==> src/rtl/noc_route_pkg.sv <==
// Shared route typedef and head-routing function for the tree-NoC splitters.
package noc_route_pkg;

  typedef enum logic {
    ROUTE_P0 = 1'b0,
    ROUTE_P1 = 1'b1
  } route_e;

  // Addresses are passed left-aligned in RT_W bits, so one function serves any ADDR_W.
  localparam int RT_W = 32;

  function automatic route_e route_of(input logic [RT_W-1:0] addr,
                                      input logic [RT_W-1:0] node_addr,
                                      input int              level,
                                      input bit              leaf);
    logic [RT_W-1:0] mask;
    logic [RT_W-1:0] shifted;
    mask    = ~({RT_W{1'b1}} >> level);
    shifted = addr << level;
    if (leaf) begin
      return (((addr ^ node_addr) & mask) == '0) ? ROUTE_P0 : ROUTE_P1;
    end
    return shifted[RT_W-1] ? ROUTE_P1 : ROUTE_P0;
  endfunction

endpackage

==> src/rtl/noc_sync_fifo.sv <==
// Synchronous FIFO with extra-MSB pointers; head entry is read combinationally.
module noc_sync_fifo #(
  parameter int DATA_W = 9,
  parameter int DEPTH  = 2
) (
  input  logic              clk,
  input  logic              reset,
  input  logic              push,
  input  logic              pop,
  input  logic [DATA_W-1:0] wdata,
  output logic              full,
  output logic              empty,
  output logic [DATA_W-1:0] head
);

  localparam int AW = $clog2(DEPTH);
  localparam int PW = AW + 1;

  logic [DATA_W-1:0] mem [DEPTH];
  logic [PW-1:0]     wr_ptr_q, wr_ptr_d;
  logic [PW-1:0]     rd_ptr_q, rd_ptr_d;
  logic              do_push, do_pop;

  assign empty   = (wr_ptr_q == rd_ptr_q);
  assign full    = (wr_ptr_q[AW] != rd_ptr_q[AW]) &&
                   (wr_ptr_q[AW-1:0] == rd_ptr_q[AW-1:0]);
  assign head    = mem[rd_ptr_q[AW-1:0]];
  assign do_push = push && !full;
  assign do_pop  = pop && !empty;

  always_comb begin
    wr_ptr_d = wr_ptr_q + {{AW{1'b0}}, do_push};
    rd_ptr_d = rd_ptr_q + {{AW{1'b0}}, do_pop};
  end

  always_ff @(posedge clk) begin
    if (reset) begin
      wr_ptr_q <= '0;
      rd_ptr_q <= '0;
    end else begin
      wr_ptr_q <= wr_ptr_d;
      rd_ptr_q <= rd_ptr_d;
    end
  end

  // Storage carries no reset; pointers alone define which entries are live.
  always_ff @(posedge clk) begin
    if (do_push) mem[wr_ptr_q[AW-1:0]] <= wdata;
  end

endmodule

==> src/rtl/noc_route_split.sv <==
// Two-way buffered route splitter with separate sel token channel.
// Optional per-port retire counters when ROUTE_STATS_EN is defined.
module noc_route_split
  import noc_route_pkg::*;
#(
  parameter int                DATA_W = 9,
  parameter int                ADDR_W = 4,
  parameter int                LEVEL  = 2,
  parameter logic [ADDR_W-1:0] ADDR   = 4'b1100,
  parameter int                LEAF   = 0,
  parameter int                DEPTH  = 2
) (
  input  logic              clk,
  input  logic              reset,
  input  logic              in_valid,
  output logic              in_ready,
  input  logic [DATA_W-1:0] in_data,
  output logic              out0_valid,
  input  logic              out0_ready,
  output logic              out1_valid,
  input  logic              out1_ready,
  output logic [DATA_W-1:0] out_data,
  output logic              sel_valid,
  input  logic              sel_ready,
  output logic              sel
`ifdef ROUTE_STATS_EN
  ,
  output logic [31:0]       stat0,
  output logic [31:0]       stat1
`endif
);

  logic              full, empty, push, pop;
  logic [DATA_W-1:0] head;
  logic [RT_W-1:0]   head_addr_al, node_addr_al;
  route_e            route;
  logic              sel_done_q, sel_done_d;
  logic              data_done_q, data_done_d;
  logic              sel_hs, data_hs;

  assign push     = in_valid && !full;
  assign in_ready = !full;

  noc_sync_fifo #(.DATA_W(DATA_W), .DEPTH(DEPTH)) u_fifo (
    .clk   (clk),
    .reset (reset),
    .push  (push),
    .pop   (pop),
    .wdata (in_data),
    .full  (full),
    .empty (empty),
    .head  (head)
  );

  assign head_addr_al = RT_W'(head[DATA_W-1 -: ADDR_W]) << (RT_W - ADDR_W);
  assign node_addr_al = RT_W'(ADDR) << (RT_W - ADDR_W);
  assign route        = route_of(head_addr_al, node_addr_al, LEVEL, LEAF != 0);

  // A channel drops its valid once its half of the transfer is done; the head
  // pops only when both halves are done or completing this cycle.
  always_comb begin
    sel_valid   = !empty && !sel_done_q;
    out0_valid  = !empty && !data_done_q && (route == ROUTE_P0);
    out1_valid  = !empty && !data_done_q && (route == ROUTE_P1);
    sel         = (route == ROUTE_P1);
    out_data    = head;
    sel_hs      = sel_valid && sel_ready;
    data_hs     = (out0_valid && out0_ready) || (out1_valid && out1_ready);
    pop         = !empty && (sel_done_q || sel_hs) && (data_done_q || data_hs);
    sel_done_d  = pop ? 1'b0 : (sel_done_q || sel_hs);
    data_done_d = pop ? 1'b0 : (data_done_q || data_hs);
  end

  always_ff @(posedge clk) begin
    if (reset) begin
      sel_done_q  <= 1'b0;
      data_done_q <= 1'b0;
    end else begin
      sel_done_q  <= sel_done_d;
      data_done_q <= data_done_d;
    end
  end

`ifdef ROUTE_STATS_EN
  logic [31:0] stat0_q, stat1_q;

  always_ff @(posedge clk) begin
    if (reset) begin
      stat0_q <= '0;
      stat1_q <= '0;
    end else if (pop) begin
      if (route == ROUTE_P0) stat0_q <= stat0_q + 32'd1;
      else                   stat1_q <= stat1_q + 32'd1;
    end
  end

  assign stat0 = stat0_q;
  assign stat1 = stat1_q;
`endif

endmodule

==> config.mk <==
export PLATFORM = sky130hd
export DESIGN_NAME = noc_route_split
export DESIGN_NICKNAME = d
export VERILOG_FILES = /design/src/rtl/noc_route_pkg.sv /design/src/rtl/noc_sync_fifo.sv /design/src/rtl/noc_route_split.sv
export SDC_FILE = /design/constraint.sdc
export NUM_CORES = 1
export LEC_CHECK = 0
export BUFFER_PORTS_ARGS = -buffer_cell sky130_fd_sc_hd__buf_2
export CAP_MARGIN = 5
export CORE_UTILIZATION = 49
export DETAILED_ROUTE_END_ITERATION = 7
export GPL_ROUTABILITY_DRIVEN = 1
export PLACE_DENSITY = 0.76
export SLEW_MARGIN = 20
export SYNTH_ARGS = -nofsm -noshare
export SYNTH_HDL_FRONTEND = slang
export SYNTH_SLANG_ARGS = --single-unit
export TNS_END_PERCENT = 30
==> constraint.sdc <==
create_clock -name clk -period 1.8 [get_ports clk]
set_input_delay 0.18 -clock clk [delete_from_list [all_inputs] [get_ports clk]]
set_output_delay 0.18 -clock clk [all_outputs]
set_load 0.01 [all_outputs]
Word level (Yosys, flattened, before mapping)
Memories as Yosys holds them, arrays and structs flattened. A register that Yosys moved wholly into a read port is not among the register bits.
Index checks and enable logic that the tools add are counted.

word-level totals
  register bits = 6
  latch bits = 0
  RAM bits = 18
  ROM bits = 0
  output and inout bits = 14
  memories kept = 1

memory list
  name        depth  width  rd ports  clocked after memory_dff  write ports  RTL line             source
  u_fifo.mem  2      9      1         1                         1            noc_sync_fifo.sv:19  logic [DATA_W-1:0] mem [DEPTH];

cells by class
  add/sub/neg operators = 2
  $mul = 0
  divide/modulo/power cells = 0
  magnitude comparators = 0
  eq/ne operators = 3
  shifts and indexed selects = 0
  multiplexer cells = 4
  bitwise logic cells = 1
  reductions and logical operators = 21

operator list
  cell                 number
  $logic_and A1 B1 Y1  13
  $add A2 B1 Y2        2
  $logic_not A1 Y1     4
  $mux W1              4
  $logic_or A1 B1 Y1   3
  $eq A2 B2 Y1         1
  $reduce_or A2 Y1     1
  $eq A1 B1 Y1         1
  $ne A1 B1 Y1         1
  $not A1 Y1           1

Longest topological paths before layout
Gate-level depths: netlist of the first run.

  word-level depth = 11
  gate-level depth with buffers = 7
  mapped depth without buffers = 6

Modules after synthesis
Synthesis of the first run repeated with hierarchy kept, for this count alone.

second synthesis, totals
  cell total of the unflattened synthesis = 69
  area total of the unflattened synthesis = 1,022.2 um2

by module, submodules not included
  module           instances  cells an instance  area an instance (um2)  sequential area each (um2)
  noc_sync_fifo    1          50                 867.1                   620.6
  noc_route_split  1          19                 155.1                   40.0

Least setup slack after synthesis of the first run
Ideal clock, no wire load.

  path type = register to register
  start = register u_fifo.rd_ptr_q[0]
  end = register u_fifo.wr_ptr_q[1]
  setup time = 0.115 ns
  data arrival time = 1.548 ns
  data required time = 1.685 ns
  setup slack = 0.137 ns
  stages on the path, launching flop included = 8
  path buffers = 1
  period minus slack after synthesis = 1.663 ns
  path through = dfxtp_1 buf_4 xnor2_1 nand2_1 and2_1 ha_1 xnor2_1 nor2_1

on the way
  word-level cells in the longest chain between the ends = 6

ends and longest elaborated chain
  element                  RTL line               source
  from (decl)              noc_sync_fifo.sv:21    logic [PW-1:0] rd_ptr_q, rd_ptr_d;
  from (signal assigned)   noc_sync_fifo.sv:42    rd_ptr_q <= rd_ptr_d;
  $eq A1 B1 Y1 (*)         noc_sync_fifo.sv:26    (wr_ptr_q[AW-1:0] == rd_ptr_q[AW-1:0]);
  $logic_and A1 B1 Y1 (*)  noc_sync_fifo.sv:25    assign full = (wr_ptr_q[AW] != rd_ptr_q[AW]) &&
  $logic_not A1 Y1 (*)     -
  net in_ready             noc_route_split.sv:16  output logic in_ready,
  $logic_and A1 B1 Y1      noc_route_split.sv:41  assign push = in_valid && !full;
  $logic_and A1 B1 Y1 (*)  noc_sync_fifo.sv:28    assign do_push = push && !full;
  $add A2 B1 Y2 (*)        noc_sync_fifo.sv:32    wr_ptr_d = wr_ptr_q + {{AW{1'b0}}, do_push};
  to (signal assigned)     noc_sync_fifo.sv:41    wr_ptr_q <= wr_ptr_d;
  to (decl)                noc_sync_fifo.sv:20    logic [PW-1:0] wr_ptr_q, wr_ptr_d;

Mark *: on every way through the listed nets, which the timed path passes. The rest lies on a longest branch.
A chain may end at the register's enable or synchronous reset.

Final worst setup path of the first run
  start = register u_fifo.rd_ptr_q[0]
  end = output port out1_valid

on the way
  word-level cells in the longest chain between the ends = 4

ends and longest elaborated chain
  element                           RTL line               source
  $eq A2 B2 Y1                      noc_sync_fifo.sv:24    assign empty = (wr_ptr_q == rd_ptr_q);
  $logic_not A1 Y1                  noc_route_split.sv:64  out1_valid = !empty && !data_done_q && (route == ROUTE_P1);
  $logic_and A1 B1 Y1 (2 in a row)  noc_route_split.sv:64
  to (decl)                         noc_route_split.sv:20  output logic out1_valid,

Every way passes these cells.

==> results of run 1 <==
[stage by stage]
step                hold slack [ns]  util, %
finish                       0.0487     67.3
global route                 0.0408     67.3
CTS                          0.0416     66.3
detailed placement            0.372     64.9
global placement              0.368     64.9
floorplan                     0.252        -
[cells in the final DEF, fill, tap and decap left out, types with 3 or more instances in the layout]
cell type                  synthesis  routed
sky130_fd_sc_hd__buf_2             0      28
sky130_fd_sc_hd__edfxtp_1         18      18
sky130_fd_sc_hd__nor2_1            8       8
sky130_fd_sc_hd__mux2_2            8       8
sky130_fd_sc_hd__dfxtp_1           6       5
sky130_fd_sc_hd__inv_1             3       3
sky130_fd_sc_hd__nor3_1            3       3
sky130_fd_sc_hd__xnor2_1           4       3
sky130_fd_sc_hd__clkbuf_4          0       3
sky130_fd_sc_hd__buf_4             2       3
[metal layers]
layer	part of all wire [%]	wire, um	up-vias
met1	42	667	298
met3	5.2	83	5
li1	-	-	309
met4	2.9	46	0
met2	50	800	22
met5	0	0	-
[flip-flops by register name, indices dropped and copies added, names as in the netlist]
register / flops
u_fifo.wr_ptr_q: 2
u_fifo.rd_ptr_q: 2
u_fifo.mem: 18
data_done_q: 1
sel_done_q: 1
[worst reg2reg max path: stages, from the launching register on]
cell and delay [ns]:
sky130_fd_sc_hd__dfxtp_4 0.41, sky130_fd_sc_hd__mux2i_2 0.28, sky130_fd_sc_hd__mux2_4 0.34, sky130_fd_sc_hd__nor3_1 0.18, sky130_fd_sc_hd__ha_1 0.25, sky130_fd_sc_hd__nor2b_1 0.12
[cells by family after synthesis]
family / after synthesis / synth area share, %
adders and majority gates: 3 / 3.79
xor gates and xnor gates: 6 / 5.31
DFF: 24 / 66.8
AOI/OAI and AO/OA: 4 / 3.16
muxes: 10 / 11.6
buffers and inverters: 5 / 2.65
and+or+nand+nor: 15 / 6.70
[cell type report]
type	instances	share of cell area, %
tap	25	2.58
multi-input combinational	38	26.1
timing repair buffer	31	13.4
inverter	3	0.929
clock buffer	4	2.17
sequential	24	54.8
[timing repair]
action / in CTS / in global routing
resized for setup: 0 / 5
hold endpoints to repair: 0 / 0
endpoints found under the setup margin: 0 / 5
[worst max path at each step]
stage                             startpoint                  to  slack, ns  cells past startpoint
after global placement    u_fifo.rd_ptr_q[1]  u_fifo.wr_ptr_q[1]       0.15                      6
after CTS                 u_fifo.rd_ptr_q[0]          out0_valid      0.004                      5
after floorplan           u_fifo.rd_ptr_q[0]  u_fifo.wr_ptr_q[1]       0.14                      7
final                     u_fifo.rd_ptr_q[0]          out1_valid       0.11                      5
after detailed placement  u_fifo.rd_ptr_q[0]  u_fifo.rd_ptr_q[0]       0.08                      5
after global routing      u_fifo.rd_ptr_q[0]          out0_valid       0.03                      5
[power breakdown]
group / leakage [nW] / internal [mW] / switching (mW) / total [mW]
combinational: 0.263 / 0.191 / 0.197 / 0.388
sequential: 0.218 / 0.666 / 0.0370 / 0.703
clock: 0.0150 / 0.0867 / 0.150 / 0.237
total: 0.496 / 0.943 / 0.385 / 1.33
==> implementation parameters, run 1 <==
Parameter                              Value

Layout
  Fill count    146
  Area added between synthesis and finish    22.5%
  Ratio of cells with drive above 1 in the final layout    47.0%
  Total number of nets in the final design    roughly 120
  Multi-input gate area    317 um^2
  Area taken by flip-flops and latches    ~660 um^2
  Final non-filler cell total    125
  Final std cell area, no fill    1210 um^2
  Ant diodes    0

Timing
  Setup violations, final    0
  Slew HR    between 70% and 80%
  Total count of max-transition violations in the final report    0
  Post-route clock period utilization    94.1%
  Summed negative setup slack over all endpoints    0 ns
  Max Fclk    0.591 GHz
  Final hold vios    0
  Clock tree skew after final layout    0.00634 ns
  Slew at the pin with the worst max-slew slack    0.447 ns
  Worst Setup Slack, final    about 0.11 ns
  Post-layout minimum cycle time    1.69 ns
  Setup repair after global routing missed its margin    no

Floorplanning
  CORE AREA    approximately 1800 um^2
  Floorplan die width    46.9 um
  Vertical extent of the die    46.9 um
  Ports placed on the boundary    29
  Initial cell density of the core    54.9%
  Overall die area    2200 um^2
  Number of rows in the core area    15

Yosys
  Number of flops mapped to enable cells by yosys    18
  Part of the Yosys area used for sequential elements    ~67%
  Yosys reg bits    24
  Post-synth cell types    20
  Fraction of post-synthesis cell area in the top cell type by area    54.6%
  Most used flip-flop cell after synthesis    sky130_fd_sc_hd__edfxtp_1
  Most frequently used cell type in the post-synthesis netlist    sky130_fd_sc_hd__edfxtp_1
  Cell area after synthesis    990 um^2
  Post-synthesis average cell area    14.8 um^2
  Library cell occupying the most area in the post-synthesis netlist    sky130_fd_sc_hd__edfxtp_1
  Synth Instances    67
  YS warnings    0
  Post-synth net total    85
  Cell types occupying the most area after synthesis    sky130_fd_sc_hd__edfxtp_1 (55%), sky130_fd_sc_hd__dfxtp_1 (12%), sky130_fd_sc_hd__mux2_2 (9.1%)
  Synth async-reset ratio    0%
  Most used standard cells in the synthesized netlist    sky130_fd_sc_hd__edfxtp_1 (18), sky130_fd_sc_hd__mux2_2 (8), sky130_fd_sc_hd__nor2_1 (8)

Clocking
  Number of setup buffers added after CTS    0
  CTS tree    yes
  Number of buffers added by the clock tree synthesis step    3
  Clock tree root driver cell    sky130_fd_sc_hd__clkbuf_4
  Cts hold-fix bufs    0
  Clk sinks    24
  Clock slew seen by the registers of the worst setup and hold paths    around 0.12 ns
  Clk Latency, worst-skew pair    slightly above 0.3 ns
  H-tree depth reported by CTS    1
  Number of buffers on the longest clock path    2

Global route
  Leftover overflow at the end of global routing    0
  Most congested layer reported by global routing    met2
  Antenna violations before repair    0
  Met3 Resource Use GR    2.69%
  Via count of the first global-routing pass    614
  Global-route wire length before repair    2470 um
  GR Layer Usage met2    a little under a third
  GRT Total Usage    approximately 17%
  Largest net degree at the start of global routing    14
  Met1 global-route usage    between 10% and 20%

Setup path
  Crit path max-delay cell type    sky130_fd_sc_hd__dfxtp_4
  Critical setup path kind    reg -> out
  Capturing point of the worst reg2reg path    u_fifo.rd_ptr_q[0]
  Worst endpoint data arrival time    1.51 ns
  Critical path buffer and inverter count    2
  Highest cell delay on the worst timing path    0.39 ns
  Top delay family on crit path    flip-flops
  Crit-path cells    buf_4, xor2_1, nor2_1, nor3_1, buf_2
  Setup slack of the worst register-to-register path    0.13 ns
  Reg-to-Reg Start    u_fifo.rd_ptr_q[0]
  Number of cells on the worst reg-to-reg path    5
  Required @ worst endpoint    1.62 ns
  Category of the worst setup path launch point    flop
  Highest net fanout along the worst path    5
  Critical Path Sink Type    output port

Min path
  Worst hold path class    in -> reg
  HP Start    in_data[5]
  End of the worst hold path    u_fifo.mem[0][5]
  Hold depth    1

Job
  Max cap viols    0

Drt
  First drt pass iteration count    4
  DR WL/cell    12.8 um
  Via Count    634
  DRT Wirelength    1600 um
  Per-cell via count in the routed design    5.07
  Iteration-0 DRC count of the detailed router    5
  DR DRC count    0
  Remaining number of nets flagged by the antenna check after routing    0

Placed design
  Cell Area, Placed    roughly 1200 um^2
  Count of buffers inserted at the top-level ports    28
  Placer Congestion    0.730
  Placed cell count    between 100 and 150
  Half-perimeter wire length after detailed placement    1140 um
  Worst slack at placement    0.0804 ns

Pwr
  Leakage power total    between 0.4 and 0.5 nW
  VDD IR-drop max    ~640 uV
  Power density of the placed cells    1100 nW/um^2
  Overall power of the completed layout    1.33 mW

Status
  Status    complete, no violations
Note: power is estimated with default switching activity, not from simulation.
==> run 2, diff against run 1 <==
==> constraint.sdc (replaced) <==
create_clock -name clk -period 1.8 [get_ports clk]
set_input_delay 0.36 -clock clk [delete_from_list [all_inputs] [get_ports clk]]
set_output_delay 0.36 -clock clk [all_outputs]
set_load 0.01 [all_outputs]
==> implementation parameters, run 2 (synthesized netlist as in run 1, its figures left out) <==
Parameter                              Value

Status
  Status    complete, no violations

Timing
  Post-layout minimum cycle time    1.80 ns
  Slew at the pin with the worst max-slew slack    0.420 ns
  Summed negative setup slack over all endpoints    0 ns
  Slew HR    72.0%
  Setup repair after global routing missed its margin    yes
  Max Fclk    0.556 GHz
  Setup violations, final    0
  Post-route clock period utilization    99.9%
  Clock tree skew after final layout    0.00715 ns
  Total count of max-transition violations in the final report    0
  Final hold vios    0

Floorplanning
  Vertical extent of the die    46.9 um
  Ports placed on the boundary    29
  Initial cell density of the core    54.9%
  Floorplan die width    46.9 um
  Overall die area    2200 um^2
  Number of rows in the core area    15
  CORE AREA    roughly 1800 um^2

Clocking
  CTS tree    yes
  Clk Latency, worst-skew pair    0.30 ns
  Number of buffers on the longest clock path    2
  H-tree depth reported by CTS    1
  Cts hold-fix bufs    0
  Clock tree root driver cell    sky130_fd_sc_hd__clkbuf_4
  Clk sinks    24
  Number of buffers added by the clock tree synthesis step    3
  Clock slew seen by the registers of the worst setup and hold paths    ~0.13 ns

Setup path
  Highest net fanout along the worst path    5
  Number of cells on the worst reg-to-reg path    6
  Reg-to-Reg Start    u_fifo.rd_ptr_q[0]
  Required @ worst endpoint    1.44 ns
  Category of the worst setup path launch point    flop
  Setup slack of the worst register-to-register path    0.08 ns
  Capturing point of the worst reg2reg path    u_fifo.rd_ptr_q[0]
  Critical setup path kind    reg -> out
  Worst endpoint data arrival time    1.44 ns
  Critical Path Sink Type    output port

Pwr
  Power density of the placed cells    1090 nW/um^2
  Share of power burned in registers    52.7%
  Internal power summed over all cells    about 940 uW
  VDD IR-drop max    708 uV
  Fraction of power consumed by the clock network    between 10% and 20%
  Leakage power total    0.500 nW
  Net switching share of the total power    between 20 and 30%
  Power share of the combinational group    30.0%
  Net switching power of the design    387 uW

Layout
  Most common library cell in the layout ignoring fill and taps    sky130_fd_sc_hd__buf_2
  Post-route core utilization    67.7%
  Ant diodes    0
  Most frequent cells in the layout    sky130_fd_sc_hd__buf_2 (28), sky130_fd_sc_hd__edfxtp_1 (18), sky130_fd_sc_hd__mux2_2 (8)
  Area added between synthesis and finish    23.3%
  Ratio of cells with drive above 1 in the final layout    approximately half
  Area taken by flip-flops and latches    664 um^2
  Total number of nets in the final design    120
  Max FFs per register    18
  Fill count    roughly 150
  Multi-input gate area    317 um^2

Drt
  Via Count    632
  DR DRC count    0
  Remaining number of nets flagged by the antenna check after routing    0
  DRT Wirelength    between 1500 and 2000 um
  Iteration-0 DRC count of the detailed router    9
  First drt pass iteration count    4
  Per-cell via count in the routed design    5.02
  DR WL/cell    12.6 um

Global route
  Antenna violations before repair    0
  Global-route wire length before repair    2510 um
  Leftover overflow at the end of global routing    0
  GRT Total Usage    between 10% and 20%
  Largest net degree at the start of global routing    14
  Via count of the first global-routing pass    615

Min path
  HP Start    in_data[2]
  Hold depth    1
  Worst hold path class    in -> reg
  End of the worst hold path    u_fifo.mem[1][2]

Placed design
  Half-perimeter wire length after detailed placement    around 1200 um
  Count of buffers inserted at the top-level ports    28
  Placer Congestion    around 0.73

Job
  Max cap viols    0
run 2: cell types whose count changed in the layout (fill, tap and decap cells not counted), sizes merged:
cell    delta
buf        +1
clkbuf     -1
clkinv     +1
run 2: area by class of cell:
cell class / count / area share, %
sequential: 24 / 54.5
multi-input combinational: 38 / 25.9
timing repair buffer: 32 / 13.9
tap: 25 / 2.56
clock buffer: 3 / 1.85
inverter: 3 / 0.923
clock inverter: 1 / 0.308
run 2: through the flow:
| step | hold slack (ns) | cells | power (mW) | instance area, um^2 | setup slack, ns |
|---|---|---|---|---|---|
| 5_1_grt | 0.219 | 126 | 1.40 | 1220 | -0.0954 |
| 6_report | 0.235 | 126 | 1.33 | 1220 | 0.00222 |
| 2_1_floorplan | 0.432 | 67 | 0.949 | 990 | 0.137 |
| 3_5_place_dp | 0.517 | 121 | 1.09 | 1170 | 0.0714 |
| 3_3_place_gp | 0.508 | 121 | 1.08 | 1170 | 0.151 |
| 4_1_cts | 0.233 | 126 | 1.32 | 1210 | 0.0132 |
run 2: worst max path at each step:
stage / depth (start not counted) / slack [ns] / from / to
finish: 5 / 0.002 / u_fifo.rd_ptr_q[0] / out1_valid
global route: 5 / -0.1 / u_fifo.rd_ptr_q[0] / out0_valid
CTS: 5 / 0.01 / u_fifo.rd_ptr_q[0] / out0_valid
detailed placement: 5 / 0.07 / u_fifo.rd_ptr_q[0] / u_fifo.rd_ptr_q[0]
global placement: 6 / 0.15 / u_fifo.rd_ptr_q[1] / u_fifo.wr_ptr_q[1]
floorplan: 7 / 0.14 / u_fifo.rd_ptr_q[0] / u_fifo.wr_ptr_q[1]
run 2: critical path, stage by stage (launching register included):
cell                      delay, ns
sky130_fd_sc_hd__dfxtp_4       0.38
sky130_fd_sc_hd__buf_4         0.15
sky130_fd_sc_hd__xor2_1        0.17
sky130_fd_sc_hd__nor2_2        0.22
sky130_fd_sc_hd__nor3_1        0.07
sky130_fd_sc_hd__buf_2         0.14
run 2: layer usage:
layer | part of all wire, % | vias up | global-route usage [%] | wire length (um)
met1 | 42 | 305 | 19.3 | 667
met5 | 0 | - | 0 | 0
li1 | - | 312 | - | -
met2 | 53 | 13 | 30.8 | 843
met4 | 0.63 | 0 | 5.14 | 10
met3 | 4.3 | 2 | 3.85 | 69
run 2: power by group through the flow:
| stage | Clock (mW) | Sequential, mW | Combinational (mW) |
|---|---|---|---|
| 6_report | 0.229 | 0.700 | 0.398 |
| 5_1_grt | 0.247 | 0.708 | 0.441 |
| 4_1_cts | 0.230 | 0.699 | 0.395 |
| 3_5_place_dp | 0 | 0.709 | 0.381 |
| 3_3_place_gp | 0 | 0.704 | 0.371 |
| 2_1_floorplan | 0 | 0.699 | 0.250 |
run 2: what timing repair did:
action | 4_1_cts | 5_1_grt
setup endpoints to repair | 3 | 4
gates resized for setup | 4 | 2
pin swaps | 0 | 0
setup buffers | 1 | 0
